===== config.mk =====
export PLATFORM = sky130hd
export DESIGN_NAME = ram32x4_arbiter_flat
export DESIGN_NICKNAME = d
export VERILOG_FILES = /design/src/rtl/ram32x4_arbiter_if.sv /design/src/rtl/ram32x4_arbiter.sv /design/src/flat_wrapper.sv
export SDC_FILE = /design/constraint.sdc
export NUM_CORES = 1
export LEC_CHECK = 0
export ABC_AREA = 0
export CORE_AREA = 5 5 69 71
export DETAILED_ROUTE_END_ITERATION = 10
export DIE_AREA = 0 0 74 76
export SYNTH_ARGS = -nofsm -noshare
export SYNTH_HDL_FRONTEND = slang
export SYNTH_SLANG_ARGS = --single-unit

===== constraint.sdc =====
create_clock -name clock -period 2.3 [get_ports clock]
set_input_delay 0.46 -clock clock [delete_from_list [all_inputs] [get_ports clock]]
set_output_delay 0.46 -clock clock [all_outputs]
set_load 0.01 [all_outputs]

===== src/rtl/ram32x4_arbiter_if.sv =====
`default_nettype none
// ============================================================================
// Module   : ram32x4_arbiter_if
// Brief    : Requester A/B handshake and RAM-side bus of the ram32x4 arbiter.
// Revision : 1.0
// ============================================================================
interface ram32x4_arbiter_if #(
  parameter int ADDR_W = 5,
  parameter int DATA_W = 4
);
  logic              req_a;
  logic              wr_a;
  logic [ADDR_W-1:0] addr_a;
  logic [DATA_W-1:0] wdata_a;
  logic              ack_a;
  logic [DATA_W-1:0] rdata_a;

  logic              req_b;
  logic              wr_b;
  logic [ADDR_W-1:0] addr_b;
  logic [DATA_W-1:0] wdata_b;
  logic              ack_b;
  logic [DATA_W-1:0] rdata_b;

  logic [ADDR_W-1:0] ram_address;
  logic [DATA_W-1:0] ram_data;
  logic              ram_wren;
  logic [DATA_W-1:0] ram_q;
  logic              busy;

  modport slave (
    input  req_a, wr_a, addr_a, wdata_a,
    input  req_b, wr_b, addr_b, wdata_b,
    input  ram_q,
    output ack_a, rdata_a, ack_b, rdata_b,
    output ram_address, ram_data, ram_wren, busy
  );

  modport master (
    output req_a, wr_a, addr_a, wdata_a,
    output req_b, wr_b, addr_b, wdata_b,
    output ram_q,
    input  ack_a, rdata_a, ack_b, rdata_b,
    input  ram_address, ram_data, ram_wren, busy
  );
endinterface
`default_nettype wire


===== src/rtl/ram32x4_arbiter.sv =====
`default_nettype none
// ============================================================================
// Module   : ram32x4_arbiter
// Brief    : Round-robin two-requester sequencer in front of one ram32x4.
//            Define RAM_ARB_CLEAR_EN to zero the RAM after every reset.
// Revision : 1.0
// ============================================================================
module ram32x4_arbiter #(
  parameter int ADDR_W = 5,
  parameter int DATA_W = 4
) (
  input  wire logic          clock,
  input  wire logic          resetn,
  ram32x4_arbiter_if.slave   bus
);

  localparam logic c_SEL_A = 1'b0;
  localparam logic c_SEL_B = 1'b1;

  typedef enum logic [2:0] {
    IDLE   = 3'd0,
    ISSUE  = 3'd1,
    RDWAIT = 3'd2,
    DONE   = 3'd3
`ifdef RAM_ARB_CLEAR_EN
    ,CLEAR = 3'd4
`endif
  } state_t;

  state_t            r_state;
  logic              r_sel;
  logic              r_last;
  logic              r_wr;
  logic [ADDR_W-1:0] r_ram_address;
  logic [DATA_W-1:0] r_ram_data;
  logic              r_ram_wren;
  logic              r_ack_a;
  logic              r_ack_b;
  logic [DATA_W-1:0] r_rdata_a;
  logic [DATA_W-1:0] r_rdata_b;
  logic              r_busy;
`ifdef RAM_ARB_CLEAR_EN
  logic              r_clr_pend;
`endif

  // A requester is still holding req during its own ack cycle; that is not a new request.
  wire logic w_elig_a = bus.req_a & ~r_ack_a;
  wire logic w_elig_b = bus.req_b & ~r_ack_b;
  wire logic w_any    = w_elig_a | w_elig_b;
  wire logic w_win_b  = w_elig_b & (~w_elig_a | (r_last == c_SEL_A));

  always_ff @(posedge clock or negedge resetn) begin
    if (!resetn) begin
      r_state       <= IDLE;
      r_sel         <= c_SEL_A;
      r_last        <= c_SEL_B;
      r_wr          <= 1'b0;
      r_ram_address <= '0;
      r_ram_data    <= '0;
      r_ram_wren    <= 1'b0;
      r_ack_a       <= 1'b0;
      r_ack_b       <= 1'b0;
      r_rdata_a     <= '0;
      r_rdata_b     <= '0;
      r_busy        <= 1'b0;
`ifdef RAM_ARB_CLEAR_EN
      r_clr_pend    <= 1'b1;
`endif
    end else begin
      r_ack_a <= 1'b0;
      r_ack_b <= 1'b0;
      case (r_state)
        IDLE: begin
`ifdef RAM_ARB_CLEAR_EN
          if (r_clr_pend) begin
            r_clr_pend    <= 1'b0;
            r_state       <= CLEAR;
            r_ram_address <= '0;
            r_ram_data    <= '0;
            r_ram_wren    <= 1'b1;
            r_busy        <= 1'b1;
          end else
`endif
          if (w_any) begin
            r_sel         <= w_win_b;
            r_last        <= w_win_b;
            r_wr          <= w_win_b ? bus.wr_b    : bus.wr_a;
            r_ram_address <= w_win_b ? bus.addr_b  : bus.addr_a;
            r_ram_data    <= w_win_b ? bus.wdata_b : bus.wdata_a;
            r_ram_wren    <= w_win_b ? bus.wr_b    : bus.wr_a;
            r_state       <= ISSUE;
            r_busy        <= 1'b1;
          end else begin
            r_ram_wren <= 1'b0;
            r_busy     <= 1'b0;
          end
        end
        ISSUE: begin
          r_ram_wren <= 1'b0;
          r_state    <= r_wr ? DONE : RDWAIT;
        end
        RDWAIT: begin
          if (r_sel == c_SEL_B) r_rdata_b <= bus.ram_q;
          else                  r_rdata_a <= bus.ram_q;
          r_state <= DONE;
        end
        DONE: begin
          r_ack_a <= (r_sel == c_SEL_A);
          r_ack_b <= (r_sel == c_SEL_B);
          r_state <= IDLE;
          r_busy  <= 1'b0;
        end
`ifdef RAM_ARB_CLEAR_EN
        CLEAR: begin
          // The address register doubles as the clear counter.
          if (r_ram_address == {ADDR_W{1'b1}}) begin
            r_ram_wren <= 1'b0;
            r_state    <= IDLE;
            r_busy     <= 1'b0;
          end else begin
            r_ram_address <= r_ram_address + 1'b1;
          end
        end
`endif
        default: begin
          r_ram_wren <= 1'b0;
          r_state    <= IDLE;
          r_busy     <= 1'b0;
        end
      endcase
    end
  end

  assign bus.ack_a       = r_ack_a;
  assign bus.ack_b       = r_ack_b;
  assign bus.rdata_a     = r_rdata_a;
  assign bus.rdata_b     = r_rdata_b;
  assign bus.ram_address = r_ram_address;
  assign bus.ram_data    = r_ram_data;
  assign bus.ram_wren    = r_ram_wren;
  assign bus.busy        = r_busy;

endmodule
`default_nettype wire


===== src/flat_wrapper.sv =====
// flat-port wrapper written by rule: the top's interface ports become plain ports
module ram32x4_arbiter_flat 
#(
  parameter int ADDR_W = 5,
  parameter int DATA_W = 4
)
  (clock, resetn, bus_req_a, bus_wr_a, bus_addr_a, bus_wdata_a, bus_req_b, bus_wr_b, bus_addr_b, bus_wdata_b, bus_ram_q, bus_ack_a, bus_rdata_a, bus_ack_b, bus_rdata_b, bus_ram_address, bus_ram_data, bus_ram_wren, bus_busy);
  ram32x4_arbiter_if #(.ADDR_W(ADDR_W), .DATA_W(DATA_W)) bus_i ();
  input  wire logic clock;
  input  wire logic resetn;
  input wire logic [$bits(bus_i.req_a)-1:0] bus_req_a;
  input wire logic [$bits(bus_i.wr_a)-1:0] bus_wr_a;
  input wire logic [$bits(bus_i.addr_a)-1:0] bus_addr_a;
  input wire logic [$bits(bus_i.wdata_a)-1:0] bus_wdata_a;
  input wire logic [$bits(bus_i.req_b)-1:0] bus_req_b;
  input wire logic [$bits(bus_i.wr_b)-1:0] bus_wr_b;
  input wire logic [$bits(bus_i.addr_b)-1:0] bus_addr_b;
  input wire logic [$bits(bus_i.wdata_b)-1:0] bus_wdata_b;
  input wire logic [$bits(bus_i.ram_q)-1:0] bus_ram_q;
  output wire logic [$bits(bus_i.ack_a)-1:0] bus_ack_a;
  output wire logic [$bits(bus_i.rdata_a)-1:0] bus_rdata_a;
  output wire logic [$bits(bus_i.ack_b)-1:0] bus_ack_b;
  output wire logic [$bits(bus_i.rdata_b)-1:0] bus_rdata_b;
  output wire logic [$bits(bus_i.ram_address)-1:0] bus_ram_address;
  output wire logic [$bits(bus_i.ram_data)-1:0] bus_ram_data;
  output wire logic [$bits(bus_i.ram_wren)-1:0] bus_ram_wren;
  output wire logic [$bits(bus_i.busy)-1:0] bus_busy;
  assign bus_i.req_a = bus_req_a;
  assign bus_i.wr_a = bus_wr_a;
  assign bus_i.addr_a = bus_addr_a;
  assign bus_i.wdata_a = bus_wdata_a;
  assign bus_i.req_b = bus_req_b;
  assign bus_i.wr_b = bus_wr_b;
  assign bus_i.addr_b = bus_addr_b;
  assign bus_i.wdata_b = bus_wdata_b;
  assign bus_i.ram_q = bus_ram_q;
  assign bus_ack_a = bus_i.ack_a;
  assign bus_rdata_a = bus_i.rdata_a;
  assign bus_ack_b = bus_i.ack_b;
  assign bus_rdata_b = bus_i.rdata_b;
  assign bus_ram_address = bus_i.ram_address;
  assign bus_ram_data = bus_i.ram_data;
  assign bus_ram_wren = bus_i.ram_wren;
  assign bus_busy = bus_i.busy;
  ram32x4_arbiter #(.ADDR_W(ADDR_W), .DATA_W(DATA_W)) u_core (.clock(clock), .resetn(resetn), .bus(bus_i));
endmodule

# Yosys cells after proc, flatten, opt, wreduce, memory -nomap -nowiden

Index checks and enable logic that the tools add are counted.

Logic and storage cells: 44
Flip-flop bits (word level): 27
Input bits: 28

Mux-type cells: 12
Bitwise logic cells: 10
Eq/ne operators: 4
Reductions and logical operators: 6

Operators by type and width:

| kind                                                | number |
|---|---|
| case mux 3 bit (3 select lines)                     | 1 |
| equality test 3 x 2 -> 1 bit, second input constant | 2 |
| 2-to-1 mux 1 bit                                    | 6 |
| AND reduction 2 bit                                 | 3 |
| 2-to-1 mux 5 bit                                    | 1 |
| inverter 1 bit                                      | 5 |
| 2-to-1 mux 4 bit                                    | 1 |
| case mux 1 bit (2 select lines)                     | 2 |
| OR reduction 2 bit                                  | 2 |
| bitwise AND 1 bit                                   | 3 |
| equality test 3 x 1 -> 1 bit, second input constant | 1 |
| zero test 3 bit                                     | 1 |
| 2-to-1 mux 3 bit                                    | 1 |
| != test 2 x 1 -> 1 bit, second input constant       | 1 |
| OR 1 bit                                            | 2 |

# Longest topological paths before layout

Gate-level depths: netlist of run 1.

Depth after elaboration: 8
Mapped depth: 6
Gate-level depth less buffers: 5

# Least setup slack after synthesis of run 1

OpenSTA, ideal clock, no wires.

Kind: in2reg
From: in bus_req_b
To: reg u_core.r_ram_address[0] (netlist: u_core.bus.ram_address[0])
Cell stages on the path: 5
Setup time: 124 ps
Setup slack: 950 ps
Required time: 2176 ps
Data arrival time: 1226 ps
Cell sequence: nor2b_4 > a21boi_4 > buf_12 > mux2i_1 > o21ai_1

Word-level cells in the longest chain between the ends: 3
Elaborated cells on any way between the ends: 5
Those cells by class: mux: 1; bitwise: 3; reduce/logical: 1

Ends and longest elaborated chain:

| element                                                        | line                                         | text |
|---|---|---|
| from (decl)                                                    | flat_wrapper.sv:15                           | `input wire logic [$bits(bus_i.req_b)-1:0] bus_req_b;` |
| bitwise AND 1 bit *                                            | ram32x4_arbiter.sv:48                        | `wire logic w_elig_b = bus.req_b & ~r_ack_b;` |
| bitwise AND 1 bit / OR 1 bit (equally long branches)           | ram32x4_arbiter.sv:50, ram32x4_arbiter.sv:49 |  |
| 2-to-1 mux 5 bit / AND reduction 2 bit (equally long branches) | --                                           |  |
| to (signal assigned)                                           | ram32x4_arbiter.sv:88                        | `r_ram_address <= w_win_b ? bus.addr_b : bus.addr_a;` |
| to (decl)                                                      | ram32x4_arbiter.sv:34                        | `logic [ADDR_W-1:0] r_ram_address;` |

Every way passes the cells marked *; elsewhere a longest branch is shown, timed or not.
A chain may end at the register's enable or synchronous reset.

# Worst setup path after layout of run 1

From: in bus_req_b
To: reg u_core.r_ram_data[0] (netlist: u_core.bus.ram_data[0])

Word-level cells in the longest chain between the ends: 3
Elaborated cells on any way between the ends: 5
Those cells by class: mux: 1; bitwise: 3; reduce/logical: 1

Ends and longest elaborated chain:

| element                                                        | line                                         | text |
|---|---|---|
| bitwise AND 1 bit *                                            | ram32x4_arbiter.sv:48                        |  |
| bitwise AND 1 bit / OR 1 bit (equally long branches)           | ram32x4_arbiter.sv:50, ram32x4_arbiter.sv:49 |  |
| 2-to-1 mux 4 bit / AND reduction 2 bit (equally long branches) | --                                           |  |
| to (signal assigned)                                           | ram32x4_arbiter.sv:89                        | `r_ram_data <= w_win_b ? bus.wdata_b : bus.wdata_a;` |
| to (decl)                                                      | ram32x4_arbiter.sv:35                        | `logic [DATA_W-1:0] r_ram_data;` |

Marks and branches as above.

==> impl.org, run 1 <==
** Final layout
- Layout cell share with drive strength beyond 1 :: 0.0833
- In the final layout, the multi-input gates occupy 489 um^2.
- Final Instance Area :: 0.00176 mm^2
- Fill count :: 392
- Nets@finish :: 177
- The number of antenna diodes in the final layout is 0.
- Number of cells in the finished layout apart from fillers :: 196
- The area growth from synthesis to layout is 49.7%.
- Across the whole layout, storage elements account for 652 um^2.

** Worst setup path
- For flop-to-flop paths, the worst setup slack is 0.81 ns.
- Counting cells, the worst reg-to-reg path comes to 4.
- Arrival time reported for the critical path endpoint :: 1.87 ns
- The setup path with the least slack is of type input pin to flip-flop.
- In this run the critical register-to-register path is captured at u_core.bus.ram_wren.
- Data required, critical path :: 2.42 ns
- Launching element type of the critical path :: input pin
- Startpoint of the worst-slack reg-to-reg timing path :: u_core.r_state[1]
- Peak fanout along the critical path :: 9
- Endpoint kind of the worst setup timing path :: flip-flop

** Synth
- Seq/Total Area, Yosys :: 0.553
- Measured against the total synthesized area, the mux share comes to 0.180.
- Number of enable flip-flop cells after synthesis :: 0
- In the synthesized netlist, the number of instances is 93.
- The synthesized design contains 26 register bits.
- Number of different library cells in the post-synthesis netlist :: 22
- Simple-gate portion of the synthesized area :: 0.0828
- Proportion of synthesized flip-flops having asynchronous set or reset :: 1.00
- Synth area leaders :: dfrtp_1 (53%), mux2_1 (9.6%), mux2i_1 (8.5%)
- Synth top area share :: 0.531
- Most common cell in the synthesized netlist :: dfrtp_1
- Of the total synthesized cell area, the portion taken by XOR and XNOR cells is 0.
- Of the total synthesized cell area, the portion taken by full adders, half adders and majority gates is 0.0425.
- Commonest cells post-synth :: dfrtp_1 (25), nand2_1 (13), o21ai_1 (11)
- By area, the combinational part of the netlist is dominated by multiplexers.
- Mean area per synthesized cell :: 12.7 um^2
- Summing every instance area after synthesis gives 0.00118 mm^2.
- Post-synth top flop :: dfrtp_1
- Cell taking the most area after synthesis :: dfrtp_1
- Count of yosys warnings during synthesis :: 0
- Synthesis produced a netlist with a net count of 125.
- The complex-gate fraction of the synthesized area is 0.109.

** Die
- The die covers 0.00562 mm^2.
- Area of the core :: 0.00417 mm^2
- In this run the count of I/O pins placed on the die edge is 49.
- The initial utilization of the core area, before any placement, comes to 0.282.
- FP Rows :: 24
- The die is 76 um tall.
- Chip Width :: 74 um

** Timing
- Clk_skew :: 0.00415 ns
- Measured against its own limit, the worst slew margin works out to 0.434.
- TNS Setup :: 0 ns
- Endpoints failing setup :: 0
- FMAX :: 0.572 GHz
- Unrepaired setup endpoints after global routing :: no
- The worst path needs 1.75 ns of the cycle, external delays included.
- Worst-Margin Slew :: 0.849 ns
- The number of max-slew violations in the final report came to 0.
- Hold timing on the final database bottoms out at a slack of 0.488 ns.
- Hold Violations, Final :: 0
- In the finished design, the share of the clock period the worst path needs comes to 0.761.

** Clocking
- Maximum buffer depth of the clock tree :: 2
- Buffers inserted to repair hold after CTS numbered 0.
- Clock-pin slew was measured on the worst setup and hold paths at 0.08 ns.
- CTS built an H-tree with a depth of 1.
- TritonCTS clock tree :: done
- Clock tree synthesis found a total of 26 sinks.
- Clock tree root buffer cell :: clkbuf_8
- Clock latency on the worst-skew pair :: 0.27 ns
- TritonCTS buffer count :: 3
- Post-CTS Setup Bufs :: 0
- Gates resized during post-CTS repair numbered 0.

** Power and ir drop
- The internal power of the cells totals 1.43 mW.
- Worst IR Drop VDD :: 0.388 mV
- For this design the total switching power over the nets is 0.737 mW.
- Of the total power, the share spent switching nets is 0.340.
- Fraction of power consumed by sequential logic :: 0.380
- The share of total power dissipated in the clock network is 0.132.
- Total Power Consumption :: 2.17 mW
- Pwr Density :: 1230 mW/mm^2
- Relative contribution of combinational cells to total power :: 0.488
- Summed over all cells, the static leakage comes to 0.767 nW.

** Place
- Routability-driven placement finished with a final weighted congestion of 0.732.
- Total cell area at the placement stage :: 0.00171 mm^2
- During placement, the flow inserted port buffers numbering 48.
- Counting tap cells, the placed design contains a total of 192 instances.
- Detailed placement ended at an HPWL of 2020 um.

** Detailed routing
- Wire length after detailed routing :: 2490 um
- 1st-iter DRT viols :: 21
- Post-detailed-route DRC marker count :: 0
- Iteration count of the initial detailed-routing pass :: 2
- The routed layout has 840 vias.
- Routed via count divided by cell count :: 4.29
- DR WL/cell :: 12.7 um
- Final antenna-violating net count :: 0

** Global route
- After global routing the overflow that remains totals 0.
- Overall Global Routing Usage :: 0.0938
- The number of global-route vias before repair came to 935.
- Entering global routing, the biggest net connects 27 pins.
- Global-route wire length before repair :: 4150 um
- The number of antenna violations at the first check in global routing came to 0.

** Worst hold path
- The worst hold path belongs to the class flip-flop to flip-flop.
- Along the worst hold path, the cell count comes to 1.
- Start point of the worst min-delay path :: u_core.r_sel
- The worst hold path terminates at u_core.bus.ack_a.

** Job
- Across the run, the number of max-cap violations was 0.

** Status
- Status :: complete, no violations
worst max-delay path, cell delays in order:
cell and delay, ns:
clkdlybuf4s50_1 0.46, nor2b_4 0.17, a21boi_4 0.25, buf_4 0.23
mux2i_1 0.23, o21ai_1 0.07
cells by family (layout without fill, tap and decap cells):
family,count (synthesis),count (layout)
buf+inv,5,56
fa+ha+maj,4,4
flops,26,26
compound gates,18,18
mux,20,20
simple gates,20,20
routing by layer:
layer | global-route usage | vias to the layer above | routed length, um
met5 | 0 | - | 0
met4 | 0.0326 | 0 | 32
met3 | 0.0422 | 6 | 291
met2 | 0.142 | 36 | 1080
met1 | 0.117 | 374 | 1080
li1 | - | 424 | -
placed cells by master (no fill, tap or decap), drive strengths merged, types with 2 or more instances in the layout:
master / Yosys / final
nor2b: 3 / 3
mux2i: 10 / 10
mux2: 10 / 10
dfrtp: 25 / 25
nor2: 2 / 2
inv: 2 / 2
o21ai: 13 / 13
ha: 4 / 4
clkdlybuf4s50: 0 / 48
nand2: 13 / 13
a22o: 2 / 2
buf: 3 / 2
clkbuf: 0 / 4
stage by stage:
step | utilization | worst slack (ns)
2_1_floorplan | - | 0.950
4_1_cts | 0.423 | 0.535
6_report | 0.423 | 0.550
5_1_grt | 0.423 | 0.399
3_5_place_dp | 0.409 | 0.245
3_3_place_gp | 0.409 | 0.288
cell type report:
cell class              count  share of cell area
inverters                   2             0.00426
well taps                  52              0.0369
multi-input cells          62               0.277
repair buffers             50               0.281
clock buffers               4              0.0312
flip-flops and latches     26               0.370
worst max path at each step:
stage               from  cells past startpoint                        end
2_1_floorplan  bus_req_b                      5  u_core.bus.ram_address[0]
3_3_place_gp   bus_req_a                      4     u_core.bus.ram_data[2]
3_5_place_dp   bus_req_b                      6  u_core.bus.ram_address[0]
4_1_cts        bus_req_b                      6  u_core.bus.ram_address[3]
5_1_grt        bus_req_a                      4  u_core.bus.ram_address[1]
6_report       bus_req_b                      6     u_core.bus.ram_data[0]
power by group through the flow:
stage | clock network (mW) | logic, mW | registers [mW]
final | 0.286 | 1.06 | 0.825
after global routing | 0.315 | 1.17 | 0.856
after CTS | 0.300 | 1.08 | 0.830
after detailed placement | 0 | 1.08 | 0.834
after global placement | 0 | 1.04 | 0.837
after floorplan | 0 | 0.503 | 0.900
registers in the layout (all words and copies together) (netlist names):
name                    flops
u_core.r_wr                 1
u_core.bus.rdata_a          4
u_core.r_sel                1
u_core.bus.ack_a            1
u_core.bus.rdata_b          4
u_core.bus.ram_address      5
u_core.r_last               1
u_core.r_state              2
u_core.bus.ram_data         4
u_core.bus.ack_b            1
u_core.bus.ram_wren         1
u_core.bus.busy             1
Note: power is estimated with default switching activity, not from simulation.
==> inputs of run 2 (changes only) <==
==> constraint.sdc (replaced) <==
create_clock -name clock -period 1.4 [get_ports clock]
set_input_delay 0.28 -clock clock [delete_from_list [all_inputs] [get_ports clock]]
set_output_delay 0.28 -clock clock [all_outputs]
set_load 0.01 [all_outputs]
==> impl.org, run 2 (synthesis gave the netlist of run 1 again) <==
** Status
- Status :: finished with violations
- Violations in the final reports :: setup timing

** Final layout
- The footprint of the flip-flops and latches came to 652 um^2 (unchanged).
- Area growth from synthesis to layout :: 61.5%
- Fill count :: 374 (-4.6%)
- The count of placed standard cells in the final layout, fillers left out came to 204 (+4.1%).
- The flip-flop count of the largest register after layout came to 5 (unchanged).
- The cell area after layout is 0.00190 mm^2 (+7.9%).
- The library cell used most frequently in the layout, excluding fill and tap cells, is clkdlybuf4s50_1.
- The number of antenna diodes was 0 (unchanged).
- Layout cell share with drive strength beyond 1 :: 0.184 (+0.101)
- The total number of nets in the final design was 185 (+4.5%).
- Most used cells in the layout excluding fill and tap cells :: clkdlybuf4s50_1 (27), dfrtp_1 (25), dlygate4sd2_1 (21)
- The end-of-flow core utilization is 0.456 (+0.0333).
- The area taken by multi-input logic gates was 537 um^2 (+9.7%).

** Place
- Count of buffers inserted at the top-level ports :: 48 (unchanged)
- The total cell area at the placement stage was 0.00178 mm^2 (+4.4%).
- Final HPWL from detailed placement :: 2130 um (+5.5%)
- Instance count after placement with tap cells included :: 197 (+2.6%)
- The placer's final routability congestion estimate was 0.747 (+2.0%).

** Worst setup path
- The most critical setup path has its endpoint at u_core.bus.ram_address[3].
- The worst path required time was 1.56 ns (-0.86 ns).
- Arrival time reported for the critical path endpoint :: 1.61 ns (-0.26 ns)
- Largest stage delay on the critical path :: 0.40 ns (-0.06 ns)
- The critical path goes through buf_6 > nor2b_4 > a21boi_4 > buf_12 > mux2i_1 > o21ai_1.
- Launching element type of the critical path :: flip-flop
- Cell type of the slowest stage on the worst timing path :: dfrtp_1
- The number of cells traversed by the worst register-to-register path came to 6 (+2).
- Crit path launch :: u_core.bus.ack_b
- Worst R2R End :: u_core.bus.ram_address[3]
- Startpoint of the worst-slack reg-to-reg timing path :: u_core.bus.ack_b
- Peak fanout along the critical path :: 9 (unchanged)
- The critical path is of the flip-flop to flip-flop type.
- The worst setup path is captured at a flip-flop.
- The reg-to-reg setup timing slack was -0.05 ns (-0.86 ns).

** Global route
- The pin count of the biggest net entering global routing was 27 (unchanged).
- The wire length of the first global-routing pass is 4420 um (+6.3%).
- Overflow after GRT :: 0 (unchanged)
- Number of global-route vias before repair :: 975 (+4.3%)
- Number of antenna violations at the first check in global routing :: 0 (unchanged)
- Overall Global Routing Usage :: 0.0977 (+0.00393)

** Timing
- FMAX :: 0.691 GHz
- Endpoints failing setup :: 11 (+11)
- The number of max-slew violations in the final report came to 0 (unchanged).
- The number of failing hold endpoints at the final stage came to 0 (unchanged).
- The maximum clock skew at final layout was 0.00537 ns (+0.00122 ns).
- Slew headroom :: 0.810 (+0.376)
- Minimum clock period after layout :: 1.45 ns
- Post-route fraction of the period consumed by the critical path :: 1.03
- The measured slew at the worst slew-check pin is 0.285 ns (-0.564 ns).
- Unrepaired setup endpoints after global routing :: yes
- Final worst slack :: -0.0477 ns (-0.598 ns)

** Detailed routing
- Final antenna-violating net count :: 0 (unchanged)
- Total number of vias :: 901 (+7.3%)
- The routed wirelength normalized by instance count is 13.2 um (+4.0%).
- The number of remaining DRC errors came to 0 (unchanged).
- Wire length after detailed routing :: 2690 um (+8.2%)
- The number of detailed-route iterations in the first pass was 2 (unchanged).
- The starting DRC count in detailed routing came to 44 (+110%).
- The average vias per placed instance is 4.42 (+3.1%).

** Die
- The width of the chip was 74 um (unchanged).
- Total die area :: 0.00562 mm^2 (unchanged)
- The area inside the core boundary came to 0.00417 mm^2 (unchanged).
- Die boundary height :: 76 um (unchanged)
- Boundary Pins :: 49 (unchanged)
- Effective utilization at floorplan :: 0.282 (unchanged)
- FP Rows :: 24 (unchanged)

** Clocking
- In this run the clock root is driven by a clkbuf_8.
- The number of buffers created by CTS was 3 (unchanged).
- CTS H-tree depth :: 1 (unchanged)
- The total clock sinks is 26 (unchanged).
- Clock latency on the worst-skew pair :: 0.27 ns (about the same)
- The number of buffers inserted by hold repair at cts was 0 (unchanged).
- The CTS clock-pin slew for the worst setup and hold paths is 0.09 ns (about the same).
- TritonCTS clock tree :: done
- Maximum buffer depth of the clock tree :: 2 (unchanged)

** Power and ir drop
- The ratio of total power to cell area was 2020 mW/mm^2 (+64%).
- The worst IR drop on VDD was 0.724 mV (+87%).
- Leakage power summed over all cells :: 0.882 nW (+15%)

** Worst hold path
- In this run the worst hold path is classified as input pin to asynchronous set/reset pin.

** Job
- MaxCap Viol Count :: 0 (unchanged)
## run 2: worst min path at each step
stage	start	to	slack (ns)	cells after the start
after floorplan	resetn	u_core.bus.ack_a	-0.02	0
after global placement	u_core.bus.ram_address[1]	u_core.bus.ram_address[1]	0.48	2
after detailed placement	u_core.bus.ram_address[3]	u_core.bus.ram_address[3]	0.48	2
after CTS	resetn	u_core.bus.ram_address[4]	0.35	2
after global routing	resetn	u_core.bus.ram_address[4]	0.37	2
final	resetn	u_core.bus.ram_address[4]	0.35	2
## run 2: final cells by class
class                      count  area share
clock buffer                   3      0.0217
clock inverter                 1      0.0158
inverter                       2     0.00394
multi-input combinational     62       0.282
sequential                    26       0.343
tap                           52      0.0342
timing repair buffer          58       0.300
## run 2: repair_timing
item	4_1_cts	5_1_grt
pin swaps	0	1
setup endpoints to repair	38	21
setup buffers	1	2
resized for setup	25	8
## run 2: metrics by stage
stage               setup WS [ns]  setup TNS (ns)  hold WS [ns]  power, mW
floorplan                  0.0763               0       -0.0156       2.31
global placement           -0.288           -3.83         0.476       3.24
detailed placement         -0.319           -4.42         0.480       3.31
CTS                       -0.0572          -0.398         0.350       3.78
global route               -0.133           -1.28         0.366       4.14
finish                    -0.0477          -0.320         0.354       3.84
## run 2: critical path, delay by kind of cell, from the launching register on
kind	cells	cell delay, ns
flip-flops	1	0.40
AO/OA/AOI/OAI	2	0.32
buffers and inverters	2	0.29
multiplexers	1	0.21
AND/OR/NAND/NOR	1	0.11
## run 2: routing by layer
metal | share of wire | global-route usage
met4 | 0.0045 | 0.0272
met3 | 0.093 | 0.0356
met2 | 0.46 | 0.149
met1 | 0.45 | 0.129
met5 | 0 | 0
## run 2: power by group
part           switching [mW]  leakage, nW  internal [mW]
combinational           0.856        0.529           1.01
sequential              0.226        0.317           1.13
clock                   0.233       0.0357          0.382
==> inputs of run 3 (changes only) <==
--- a/config.mk
+++ b/config.mk
@@ -9,6 +9,7 @@
 export CORE_AREA = 5 5 69 71
 export DETAILED_ROUTE_END_ITERATION = 10
 export DIE_AREA = 0 0 74 76
+export GPL_TIMING_DRIVEN = 0
 export SYNTH_ARGS = -nofsm -noshare
 export SYNTH_HDL_FRONTEND = slang
 export SYNTH_SLANG_ARGS = --single-unit
==> impl.org, run 3 (synthesis gave the netlist of run 1 again) <==
** Place
- The post-place setup slack was -0.384 ns (-0.0643 ns).
- The placer's final routability congestion estimate is 0.732 (-2.0%).
- Final HPWL from detailed placement :: 2120 um (-0.28%)
- Count of buffers inserted at the top-level ports :: 48 (unchanged)

** Final layout
- Nets@finish :: 186 (+0.54%)
- The ratio of cells with drive above 1 in the final layout is 0.196 (+0.0119).
- Fill count :: 381 (+1.9%)
- The library cell used most frequently in the layout, excluding fill and tap cells, is dfrtp_1.
- Number of antenna repair diodes :: 0 (unchanged)
- The flip-flop count of the largest register after layout was 5 (unchanged).
- Area growth from synthesis to layout :: 62.1%
- The library cells used most frequently in the layout, excluding fill and tap cells, are dfrtp_1 (25), clkdlybuf4s50_1 (24), dlygate4sd2_1 (23).

** Detailed routing
- The average vias per placed instance was 4.47 (+1.2%).
- The overall via count from detail_route came to 916 (+1.7%).
- The number of detailed-route iterations in the first pass was 4 (+2).
- The final antenna-violating net count was 0 (unchanged).
- The routed wirelength normalized by instance count was 13.8 um (+4.8%).
- Wire length after detailed routing :: 2830 um (+5.3%)
- Post-detailed-route DRC marker count :: 0 (unchanged)
- The starting DRC count in detailed routing was 6 (-86%).

** Global route
- Number of global-route vias before repair :: 1034 (+6.1%)
- The wire length of the first global-routing pass is 4710 um (+6.7%).
- The all-layer global routing usage was 0.103 (+0.00513).
- Overflow after GRT :: 0 (unchanged)
- The pin count of the biggest net entering global routing came to 27 (unchanged).
- Number of antenna violations at the first check in global routing :: 0 (unchanged)

** Status
- Violations in the final reports :: setup timing
- The flow ran to the end, but the final reports show violations.

** Worst setup path
- Setup CP Type :: flip-flop to flip-flop
- Peak fanout along the critical path :: 3 (-6)
- Data required, critical path :: 1.55 ns (about the same)
- STA classifies the critical path endpoint as a flip-flop.
- The worst setup path is launched from a flip-flop.
- The reg-to-reg setup timing slack is -0.01 ns (+0.04 ns).
- The arrival time at the worst endpoint came to 1.56 ns (-0.05 ns).

** Die
- Boundary Pins :: 49 (unchanged)
- Total die area :: 0.00562 mm^2 (unchanged)
- The area inside the core boundary came to 0.00417 mm^2 (unchanged).
- The effective utilization at floorplan came to 0.282 (unchanged).
- Chip Width :: 74 um (unchanged)
- The floorplan die height was 76 um (unchanged).
- The number of standard-cell rows in the floorplan is 24 (unchanged).

** Clocking
- TritonCTS built the clock tree.
- The CTS clock-pin slew for the worst setup and hold paths is 0.09 ns (about the same).
- The root buffer cell chosen for the clock tree is clkbuf_8.
- The total clock sinks was 26 (unchanged).
- Clock latency on the worst-skew pair :: 0.27 ns (about the same)
- The number of buffers created by CTS was 3 (unchanged).
- CTS H-tree depth :: 1 (unchanged)
- The maximum root-to-sink buffer count came to 2 (unchanged).

** Timing
- Number of slew-limit violations in the final report :: 0 (unchanged)
- Minimum clock period after layout :: 1.41 ns (-0.0367 ns)
- The number of failing hold endpoints at the final stage came to 0 (unchanged).
- TNS Setup :: -0.0110 ns (+0.309 ns)
- Unrepaired setup endpoints after global routing :: yes
- Final Hold Slack :: 0.344 ns (-0.00947 ns)
- The number of failing setup endpoints in the final timing report was 1 (-10).
- FMAX :: 0.709 GHz (+2.6%)
- The measured slew at the worst slew-check pin is 1.14 ns (+0.851 ns).
- Clk_skew :: 0.00458 ns (-0.000794 ns)
- Slew headroom :: 0.243 (-0.567)
- Final worst slack :: -0.0110 ns (+0.0367 ns)
- The final critical-path share of the clock period came to 1.01 (-0.0262).

** Power and ir drop
- The proportion of power drawn by the clock network came to 0.158 (-0.002).
- Relative contribution of combinational cells to total power :: 0.490 (+0.003)
- The switching power is 1.33 mW (+0.87%).
- Pwr Density :: 2020 mW/mm^2 (+0.21%)
- The worst IR drop on VDD was 0.712 mV (-1.7%).
- The cell internal power dissipation is 2.54 mW (+0.46%).
- The net switching share of the total power was 0.343 (+0.000926).
- Leakage power summed over all cells :: 0.893 nW (+1.3%)
- The proportion of power drawn by flip-flops and latches is 0.352 (about the same).
- The total chip power was 3.86 mW (+0.60%).

** Worst hold path
- Hold Path Class :: input pin to asynchronous set/reset pin

** Job
- The number of maximum-capacitance violations came to 0 (unchanged).
[run 3: cell count changes in the layout (fill, tap and decap cells not counted), moves of 2 or more]
cell	previous run	this run
buf_12	3	1
clkdlybuf4s50_1	27	24
buf_6	1	3
dlygate4sd2_1	21	23
[run 3: worst max-delay path, stage by stage, from the launching register on]
cell	delay, ns
dfrtp_1	0.41
nor2b_4	0.13
a21boi_4	0.23
buf_6	0.14
buf_4	0.10
mux2i_1	0.21
o21ai_1	0.08
[run 3: through the flow]
stage / cells / utilization / area (um^2)
floorplan: 93 / - / 1180
global placement: 193 / 0.413 / 1720
CTS: 203 / 0.447 / 1860
finish: 205 / 0.458 / 1910
detailed placement: 193 / 0.413 / 1720
global route: 205 / 0.458 / 1910
[run 3: power by group through the flow]
stage	Sequential [mW]	Combinational, mW	Clock [mW]
floorplan	1.48	0.827	0
global placement	1.35	1.80	0
detailed placement	1.37	1.83	0
CTS	1.35	1.80	0.630
global route	1.41	2.08	0.659
finish	1.36	1.89	0.610
[run 3: cell type report]
| cell class | instances | area, um^2 | area share |
|---|---|---|---|
| Inverter | 2 | 7.51 | 0.00393 |
| Multi-Input combinational cell | 62 | 534 | 0.280 |
| Clock buffer | 3 | 41.3 | 0.0216 |
| Buffer | 3 | 35.0 | 0.0183 |
| Timing Repair Buffer | 56 | 546 | 0.286 |
| Tap cell | 52 | 65.1 | 0.0341 |
| Clock inverter | 1 | 30.0 | 0.0157 |
| Sequential cell | 26 | 652 | 0.341 |
[run 3: routing by layer]
metal,vias to the layer above,routed length (um),track usage
li1,444,-,-
met1,433,1170,0.133
met2,35,1400,0.163
met3,4,248,0.0369
met4,0,22,0.0217
met5,-,0,0
[run 3: worst paths after layout]
check / cells past startpoint / startpoint / endpoint
setup / recovery: 6 / u_core.bus.ack_b / u_core.bus.ram_data[0]
hold / removal: 1 / resetn / u_core.bus.rdata_b[0]
setup reg to reg: 6 / u_core.bus.ack_b / u_core.bus.ram_data[0]
hold reg to reg: 2 / u_core.bus.ram_address[3] / u_core.bus.ram_address[3]
max in group asynchronous: 1 / resetn / u_core.r_state[0]
min in group clock: 2 / u_core.bus.ram_address[3] / u_core.bus.ram_address[3]
[run 3: timing repair]
action / in CTS / in global routing
hold buffers: 0 / 0
hold endpoints to repair: 0 / 0
cloned: 1 / 0
pin swaps: 1 / 3
endpoints found under the setup margin: 61 / 20
gates resized for setup: 32 / 10
buffers inserted: 5 / 2
